**src/rtl/xor_pkg.sv**
```systemverilog
// Shared definitions for the serial XOR parity accumulator: FSM encoding and
// result counter width.
package xor_pkg;

    localparam int unsigned FRAME_CNT_W = 16;

    typedef enum logic [1:0] {
        IDLE  = 2'd0,
        ACCUM = 2'd1,
        HOLD  = 2'd2
    } state_e;

endpackage

```
**src/rtl/xor_frame_ctr.sv**
```systemverilog
// Wrapping counter of consumed frame parity results.
module xor_frame_ctr
    import xor_pkg::*;
(
    input  logic                   clk,
    input  logic                   rst,
    input  logic                   inc,
    output logic [FRAME_CNT_W-1:0] count
);

    logic [FRAME_CNT_W-1:0] r_count;

    // Natural modulo-2^W wrap on overflow
    always_ff @(posedge clk) begin
        if (rst) begin
            r_count <= '0;
        end else if (inc) begin
            r_count <= r_count + FRAME_CNT_W'(1);
        end
    end

    assign count = r_count;

endmodule

```
**src/rtl/xor_parity_acc.sv**
```systemverilog
// Accumulates FRAME_LEN serial bits into one parity result and hands it to a
// valid/ready consumer; a pop can overlap the first bit of the next frame.
module xor_parity_acc
    import xor_pkg::*;
#(
    parameter int unsigned FRAME_LEN = 8,
    parameter bit          ODD       = 1'b0
) (
    input  logic                   clk,
    input  logic                   rst,
    input  logic                   in_valid,
    input  logic                   in_bit,
    output logic                   in_ready,
    input  logic                   flush,
    output logic                   out_valid,
    input  logic                   out_ready,
    output logic                   out_parity,
    output logic [FRAME_CNT_W-1:0] frame_cnt,
    output logic                   busy
);

    localparam int unsigned      BCW  = $clog2(FRAME_LEN) + 1;
    localparam logic [BCW-1:0]   LAST = BCW'(FRAME_LEN - 1);

    state_e         r_state;
    logic           r_par;
    logic [BCW-1:0] r_bitcnt;
    logic           r_out_valid;
    logic           r_out_parity;

    state_e         w_state_nxt;
    logic           w_par_nxt;
    logic [BCW-1:0] w_bitcnt_nxt;
    logic           w_valid_nxt;
    logic           w_parity_nxt;
    logic           w_inc;
    logic           w_in_ready;
    logic           w_accept;

    // Only a pending result can stall the input, and only while it is not taken
    assign w_in_ready = (r_state == HOLD) ? out_ready : 1'b1;
    assign w_accept   = in_valid & w_in_ready;

    always_ff @(posedge clk) begin
        if (rst) begin
            r_state <= IDLE;
        end else begin
            r_state <= w_state_nxt;
        end
    end

    always_comb begin
        w_state_nxt  = r_state;
        w_par_nxt    = r_par;
        w_bitcnt_nxt = r_bitcnt;
        w_valid_nxt  = r_out_valid;
        w_parity_nxt = r_out_parity;
        w_inc        = 1'b0;

        case (r_state)
            IDLE: begin
                if (w_accept) begin
                    w_par_nxt    = in_bit;
                    w_bitcnt_nxt = BCW'(1);
                    w_state_nxt  = ACCUM;
                end
            end
            ACCUM: begin
                if (flush) begin
                    w_par_nxt    = 1'b0;
                    w_bitcnt_nxt = '0;
                    w_state_nxt  = IDLE;
                end else if (w_accept) begin
                    if (r_bitcnt == LAST) begin
                        w_parity_nxt = r_par ^ in_bit ^ ODD;
                        w_valid_nxt  = 1'b1;
                        w_par_nxt    = 1'b0;
                        w_bitcnt_nxt = '0;
                        w_state_nxt  = HOLD;
                    end else begin
                        w_par_nxt    = r_par ^ in_bit;
                        w_bitcnt_nxt = r_bitcnt + BCW'(1);
                    end
                end
            end
            HOLD: begin
                // Flush never touches the pending result, but drops a same-cycle bit
                if (r_out_valid && out_ready) begin
                    w_valid_nxt = 1'b0;
                    w_inc       = 1'b1;
                    if (w_accept && !flush) begin
                        w_par_nxt    = in_bit;
                        w_bitcnt_nxt = BCW'(1);
                        w_state_nxt  = ACCUM;
                    end else begin
                        w_state_nxt  = IDLE;
                    end
                end
            end
            default: begin
                w_state_nxt = IDLE;
            end
        endcase
    end

    always_ff @(posedge clk) begin
        if (rst) begin
            r_par        <= 1'b0;
            r_bitcnt     <= '0;
            r_out_valid  <= 1'b0;
            r_out_parity <= 1'b0;
        end else begin
            r_par        <= w_par_nxt;
            r_bitcnt     <= w_bitcnt_nxt;
            r_out_valid  <= w_valid_nxt;
            r_out_parity <= w_parity_nxt;
        end
    end

    xor_frame_ctr u_frame_ctr (
        .clk   (clk),
        .rst   (rst),
        .inc   (w_inc),
        .count (frame_cnt)
    );

    assign in_ready   = w_in_ready;
    assign out_valid  = r_out_valid;
    assign out_parity = r_out_parity;
    assign busy       = (r_state != IDLE);

endmodule

```
**config.mk**
```make
export PLATFORM = sky130hd
export DESIGN_NAME = xor_parity_acc
export DESIGN_NICKNAME = d
export VERILOG_FILES = /design/src/rtl/xor_pkg.sv /design/src/rtl/xor_frame_ctr.sv /design/src/rtl/xor_parity_acc.sv
export SDC_FILE = /design/constraint.sdc
export NUM_CORES = 1
export LEC_CHECK = 0
export CORE_ASPECT_RATIO = 1.1
export CORE_MARGIN = 10
export CORE_UTILIZATION = 38
export CTS_BUF_LIST = sky130_fd_sc_hd__clkbuf_8
export CTS_CLUSTER_DIAMETER = 150
export DETAILED_ROUTE_END_ITERATION = 8
export GPL_TIMING_DRIVEN = 0
export SETUP_SLACK_MARGIN = 0.3
export SYNTH_ARGS = -nofsm -noshare
export SYNTH_HDL_FRONTEND = slang
export SYNTH_SLANG_ARGS = --single-unit
export TNS_END_PERCENT = 30
```
**constraint.sdc**
```tcl
create_clock -name clk -period 4.3 [get_ports clk]
set_clock_uncertainty 0.1 [all_clocks]
set_input_delay 0.43 -clock clk [delete_from_list [all_inputs] [get_ports clk]]
set_output_delay 0.43 -clock clk [all_outputs]
set_load 0.05 [all_outputs]
```
## Yosys cells after proc, flatten, opt, wreduce, memory -nomap -nowiden

Index checks and enable logic that the tools add are counted.

- Register bits after elaboration: 25
- Bits of input ports: 6
- Logic and storage cells: 62

- Add/subtract/negate cells: 2
- Equal/unequal tests: 11
- Mux-type cells: 29
- Bitwise logic cells: 3
- Reduce and logical (&&, ||, !) cells: 11

Operator list:

| cell | number |
|---|---|
| $mux 4 | 6 |
| $add 16x1->16 const B | 1 |
| $mux 1 | 14 |
| $pmux 4 s3 | 1 |
| $mux 2 | 5 |
| $reduce_and 5->1 | 2 |
| $ne 2x2->1 const B | 4 |
| $reduce_and 4->1 | 2 |
| $ne 3x3->1 const B | 2 |
| $pmux 2 s3 | 1 |
| $add 4x1->4 const B | 1 |
| $eq 4x3->1 const B | 1 |
| $ne 2x1->1 const B | 2 |
| $reduce_bool 2->1 | 2 |
| $pmux 1 s3 | 1 |
| $reduce_bool 3->1 | 1 |
| $eq 2x1->1 const B | 1 |
| $eq 2x2->1 const B | 1 |
| $logic_and 1x1->1 | 2 |
| $logic_not 2->1 | 1 |
| $pmux 1 s2 | 1 |
| $and 1x1->1 | 1 |
| $logic_not 1->1 | 1 |
| $not 1->1 | 1 |
| $xor 1x1->1 | 1 |

## Logic depth before layout (Yosys ltp)

- Depth in word-level cells: 7
- Gate-level depth with buffers: 6
- Mapped depth without buffers: 5

## Hierarchy

A second synthesis with hierarchy kept.

- Cells, all modules: 146
- Area total of the unflattened synthesis: 1263.7 µm²

By module, submodules not included:

| module | instances | cells an instance | area each (µm²) |
|---|---|---|---|
| xor_frame_ctr | 1 | 83 | 757.0 |
| xor_parity_acc | 1 | 63 | 506.7 |

## Worst setup path before layout

Ideal clock, no wire load.

- Kind: reg2reg
- Start: register u_frame_ctr.r_count[0], in the netlist u_frame_ctr.count[0]
- End: register u_frame_ctr.r_count[13], in the netlist u_frame_ctr.count[13]
- Data arrival time: 1.731 ns
- Data required time: 4.079 ns
- Setup slack: 2.348 ns
- Stages on the path, launching flop included: 5
- Buffers on the path: 0
- Clock period less this slack: 1.952 ns
- Cells stage by stage: dfxtp_1 -> nand3_1 -> nor4_2 -> nand3_1 -> mux2_2

- Word-level cells in the longest chain between the ends: 1

RTL lines:

| item | line | RTL |
|---|---|---|
| from (decl) | xor_frame_ctr.sv:11 | `logic [FRAME_CNT_W-1:0] r_count;` |
| from (signal assigned) | xor_frame_ctr.sv:18 | `r_count <= r_count + FRAME_CNT_W'(1);` |
| $add 16x1->16 | xor_frame_ctr.sv:18 |  |

No other way between the ends.
A chain may end at the register's enable or synchronous reset.

## Worst setup path after layout

- Start: input port out_ready
- End: output port in_ready

- Word-level cells in the longest chain between the ends: 1

RTL lines:

| item | line | RTL |
|---|---|---|
| from (decl) | xor_parity_acc.sv:16 | `input logic out_ready,` |
| $mux 1 | xor_parity_acc.sv:41 | `assign w_in_ready = (r_state == HOLD) ? out_ready : 1'b1;` |
| to (decl) | xor_parity_acc.sv:13 | `output logic in_ready,` |

No other way between the ends.

==> run metrics <==
number of cell rows 21; postcts setup bufs 0; Simple-Gate Fraction of Synth Area 32.54%; post-route non-filler standard cell count 215; yosys warns 0; Core Util, Final 51.30%; cell at the root of the clock tree sky130_fd_sc_hd__clkbuf_8; number of enable-type register cells in the synthesized netlist 0; leakage power total 0.5519 nW; startpoint type of the worst setup path input pin; net total in the final layout 190; highest ir drop seen on vdd 0.0001748 V; number of violations reported at the end of detailed-routing iteration 0 64; Max Cap Violations 0; number of buffers added to fix hold violations after cts 0; wire length of the first global-routing pass 5202 µm; cell repeated most along the worst path sky130_fd_sc_hd__clkdlybuf4s50_1; combinational fraction of design power 16.5%; source of the critical timing path out_ready; total via count in the routed design 1176; outcome complete, no violations; top post-synthesis cells by count sky130_fd_sc_hd__dfxtp_1 (25), sky130_fd_sc_hd__nor2_1 (22), sky130_fd_sc_hd__nand3_1 (14), sky130_fd_sc_hd__xnor2_1 (10), sky130_fd_sc_hd__a21oi_1 (8); Clk pin slew, worst setup/hold paths 0.08 ns; sequence of cells on the critical path clkdlybuf4s50_1, inv_1, nand3_1, clkdlybuf4s50_1; asr flop ratio synth 0%; critical path data arrival time 1.97 ns; Compound-Gate Fraction of Synth Area 10.19%; worst min-delay path class reg -> reg; switching pwr 0.1211 mW; Via density 5.470; number of buffers added by the clock tree synthesis step 3; count of input and output buffers 25; final setup vio count 0; setup repair after global routing missed its margin no; initial antenna violation count 0; Layout Area Growth over Synthesis 26.81%; DR DRC count 0; Reg-to-Reg Start r_state[0]; xor-xnor portion of the synthesized cell area 7.616%; clock share of power 30.1%; average wire per standard cell 13.58 µm; number of inserted diodes 0; headroom to the max-slew limit 56.53%; worst setup path category in -> out; pin count of the biggest net entering global routing 15; Int Power 0.3303 mW; CP Max Fanout 6; largest family of logic cells by synthesized area simple AND/OR/NAND/NOR gates; placed wire-length estimate after detailed placement 2242 µm; most area-consuming cells after synthesis sky130_fd_sc_hd__dfxtp_1 (40%), sky130_fd_sc_hd__xnor2_1 (6.9%), sky130_fd_sc_hd__nor2_1 (6.5%); fraction of final layout cells with drive strength greater than 1 8.287%; Tightest Pin Transition 0.6501 ns; portion of netlist area occupied by mux cells 4.352%; power per unit of standard cell area 281.4 nW/µm²; delay contributed by the slowest stage of the critical path 0.81 ns; Final period util 58.25%; Die X-Extent 75.01 µm; number of endpoints with negative hold slack in the final report 0; Post-Place Cells 211; fmax 0.3992 GHz; post-synthesis share of cell area spent on full adders, half adders and majority gates 1.978%; area of the mapped netlist 1265 µm²; total chip power 0.4514 mW; hold path startpoint r_bitcnt[1]; synth unique cells 40; area share of the largest cell type after synthesis 39.56%; switching fraction of total power 26.82%; number of levels the H-tree was split into 1; max-slew violation count 0; time the final worst path needs with I/O delays and setup 2.505 ns; most frequently used cell type in the post-synthesis netlist sky130_fd_sc_hd__dfxtp_1; core region area 3127 µm²; Mean Syn Cell Area 8.322 µm²; clk sinks 25; Syn Inst Count 152; post-synthesis sequential element count 25; number of cells upsized or downsized after cts 0; Starting Density 40.46%; sequential share of power 53.4%; crit path capture type primary output; portion of the post-synthesis area used by sequential elements 39.56%; buffer depth of the longest clock path 2; most common flop cell mapped by yosys sky130_fd_sc_hd__dfxtp_1; cell type of the slowest stage on the worst timing path sky130_fd_sc_hd__clkdlybuf4s50_1; number of global-route vias before repair 1167; clk_lat worst skew 0.26 ns; post-synth top area cell sky130_fd_sc_hd__dfxtp_1; y dimension of the die 80.51 µm; critical path required time 3.77 ns; area enclosed by the die boundary 6039 µm²; total routing resource utilization after global routing 10.49%; Detailed Route WL 2920 µm; length of the first detailed-routing pass in iterations 4; number of nets in the synthesized netlist 160; last weighted congestion value of the routability-driven placer 0.7746; CTS tree yes; summed negative setup slack over all endpoints 0 ns; Routed Antenna Nets 0; total gr overflow 0; ports placed on the boundary 26
==> power groups by stage <==
stage               Clock [mW]  Sequential (mW)  Combinational, mW
floorplan                    0            0.245             0.0523
global placement             0            0.246             0.0728
detailed placement           0            0.246             0.0741
CTS                      0.144            0.241             0.0744
global route             0.152            0.242             0.0822
finish                   0.136            0.241             0.0745
==> per-layer routing <==
| layer | GRT usage [%] | part of all wire (%) |
|---|---|---|
| met5 | 0 | 0 |
| met4 | 3.788 | 1.3 |
| met3 | 3.813 | 7.6 |
| met2 | 17.00 | 47 |
| met1 | 12.27 | 44 |
==> stage by stage <==
step / setup slack (ns) / hold slack (ns) / cell area, µm²
finish: 1.795 / 0.3926 / 1604
floorplan: 2.348 / 0.3488 / 1265
global route: 1.733 / 0.4294 / 1604
detailed placement: 1.813 / 0.3815 / 1558
global placement: 1.821 / 0.3594 / 1558
CTS: 1.808 / 0.3932 / 1604
==> state kept, by name (all words and copies together) (netlist names) <==
register / flops
out_valid: 1
r_bitcnt: 4
r_par: 1
u_frame_ctr.count: 16
out_parity: 1
r_state: 2
==> worst paths after layout <==
check / end / slack, ns / cells after the start
setup / recovery: in_ready / 1.80 / 4
hold / removal: r_bitcnt[1] / 0.39 / 2
setup reg to reg: r_bitcnt[3] / 2.40 / 5
hold reg to reg: r_bitcnt[1] / 0.39 / 2
==> logic make-up (layout without fill, tap and decap cells) <==
family	count (synthesis)	count (layout)
adder cells (fa/ha/maj)	2	2
XOR/XNOR	11	11
multiplexers	5	5
AO/OA/AOI/OAI	21	21
buffers and inverters	11	40
AND/OR/NAND/NOR	77	77
flip-flops	25	25
==> cells in the final DEF, fill, tap and decap left out, types with 4 or more instances in the layout <==
master,instances
sky130_fd_sc_hd__a21oi_1,8
sky130_fd_sc_hd__inv_1,5
sky130_fd_sc_hd__nand3_1,14
sky130_fd_sc_hd__nand2_1,7
sky130_fd_sc_hd__nor2_1,22
sky130_fd_sc_hd__o21ai_0,4
sky130_fd_sc_hd__nor2b_1,5
sky130_fd_sc_hd__mux2_2,4
sky130_fd_sc_hd__dfxtp_1,25
sky130_fd_sc_hd__nor4_1,4
sky130_fd_sc_hd__nor3_1,6
sky130_fd_sc_hd__clkdlybuf4s50_1,25
sky130_fd_sc_hd__xnor2_1,10
==> final cells by class <==
class | count | area, µm²
buffer | 6 | 28.78
clock buffer | 3 | 41.29
clock inverter | 1 | 5.005
fill | 317 | 1523
inverter | 5 | 18.77
multi-input combinational | 116 | 716.9
sequential | 25 | 500.5
tap | 34 | 42.54
timing repair buffer | 25 | 250.2
==> worst max-delay path, delay by kind of cell <==
kind | cells | cell delay, ns
buffers and inverters | 3 | 1.46
and+or+nand+nor | 1 | 0.08
Power figures use the tool's default switching activity.
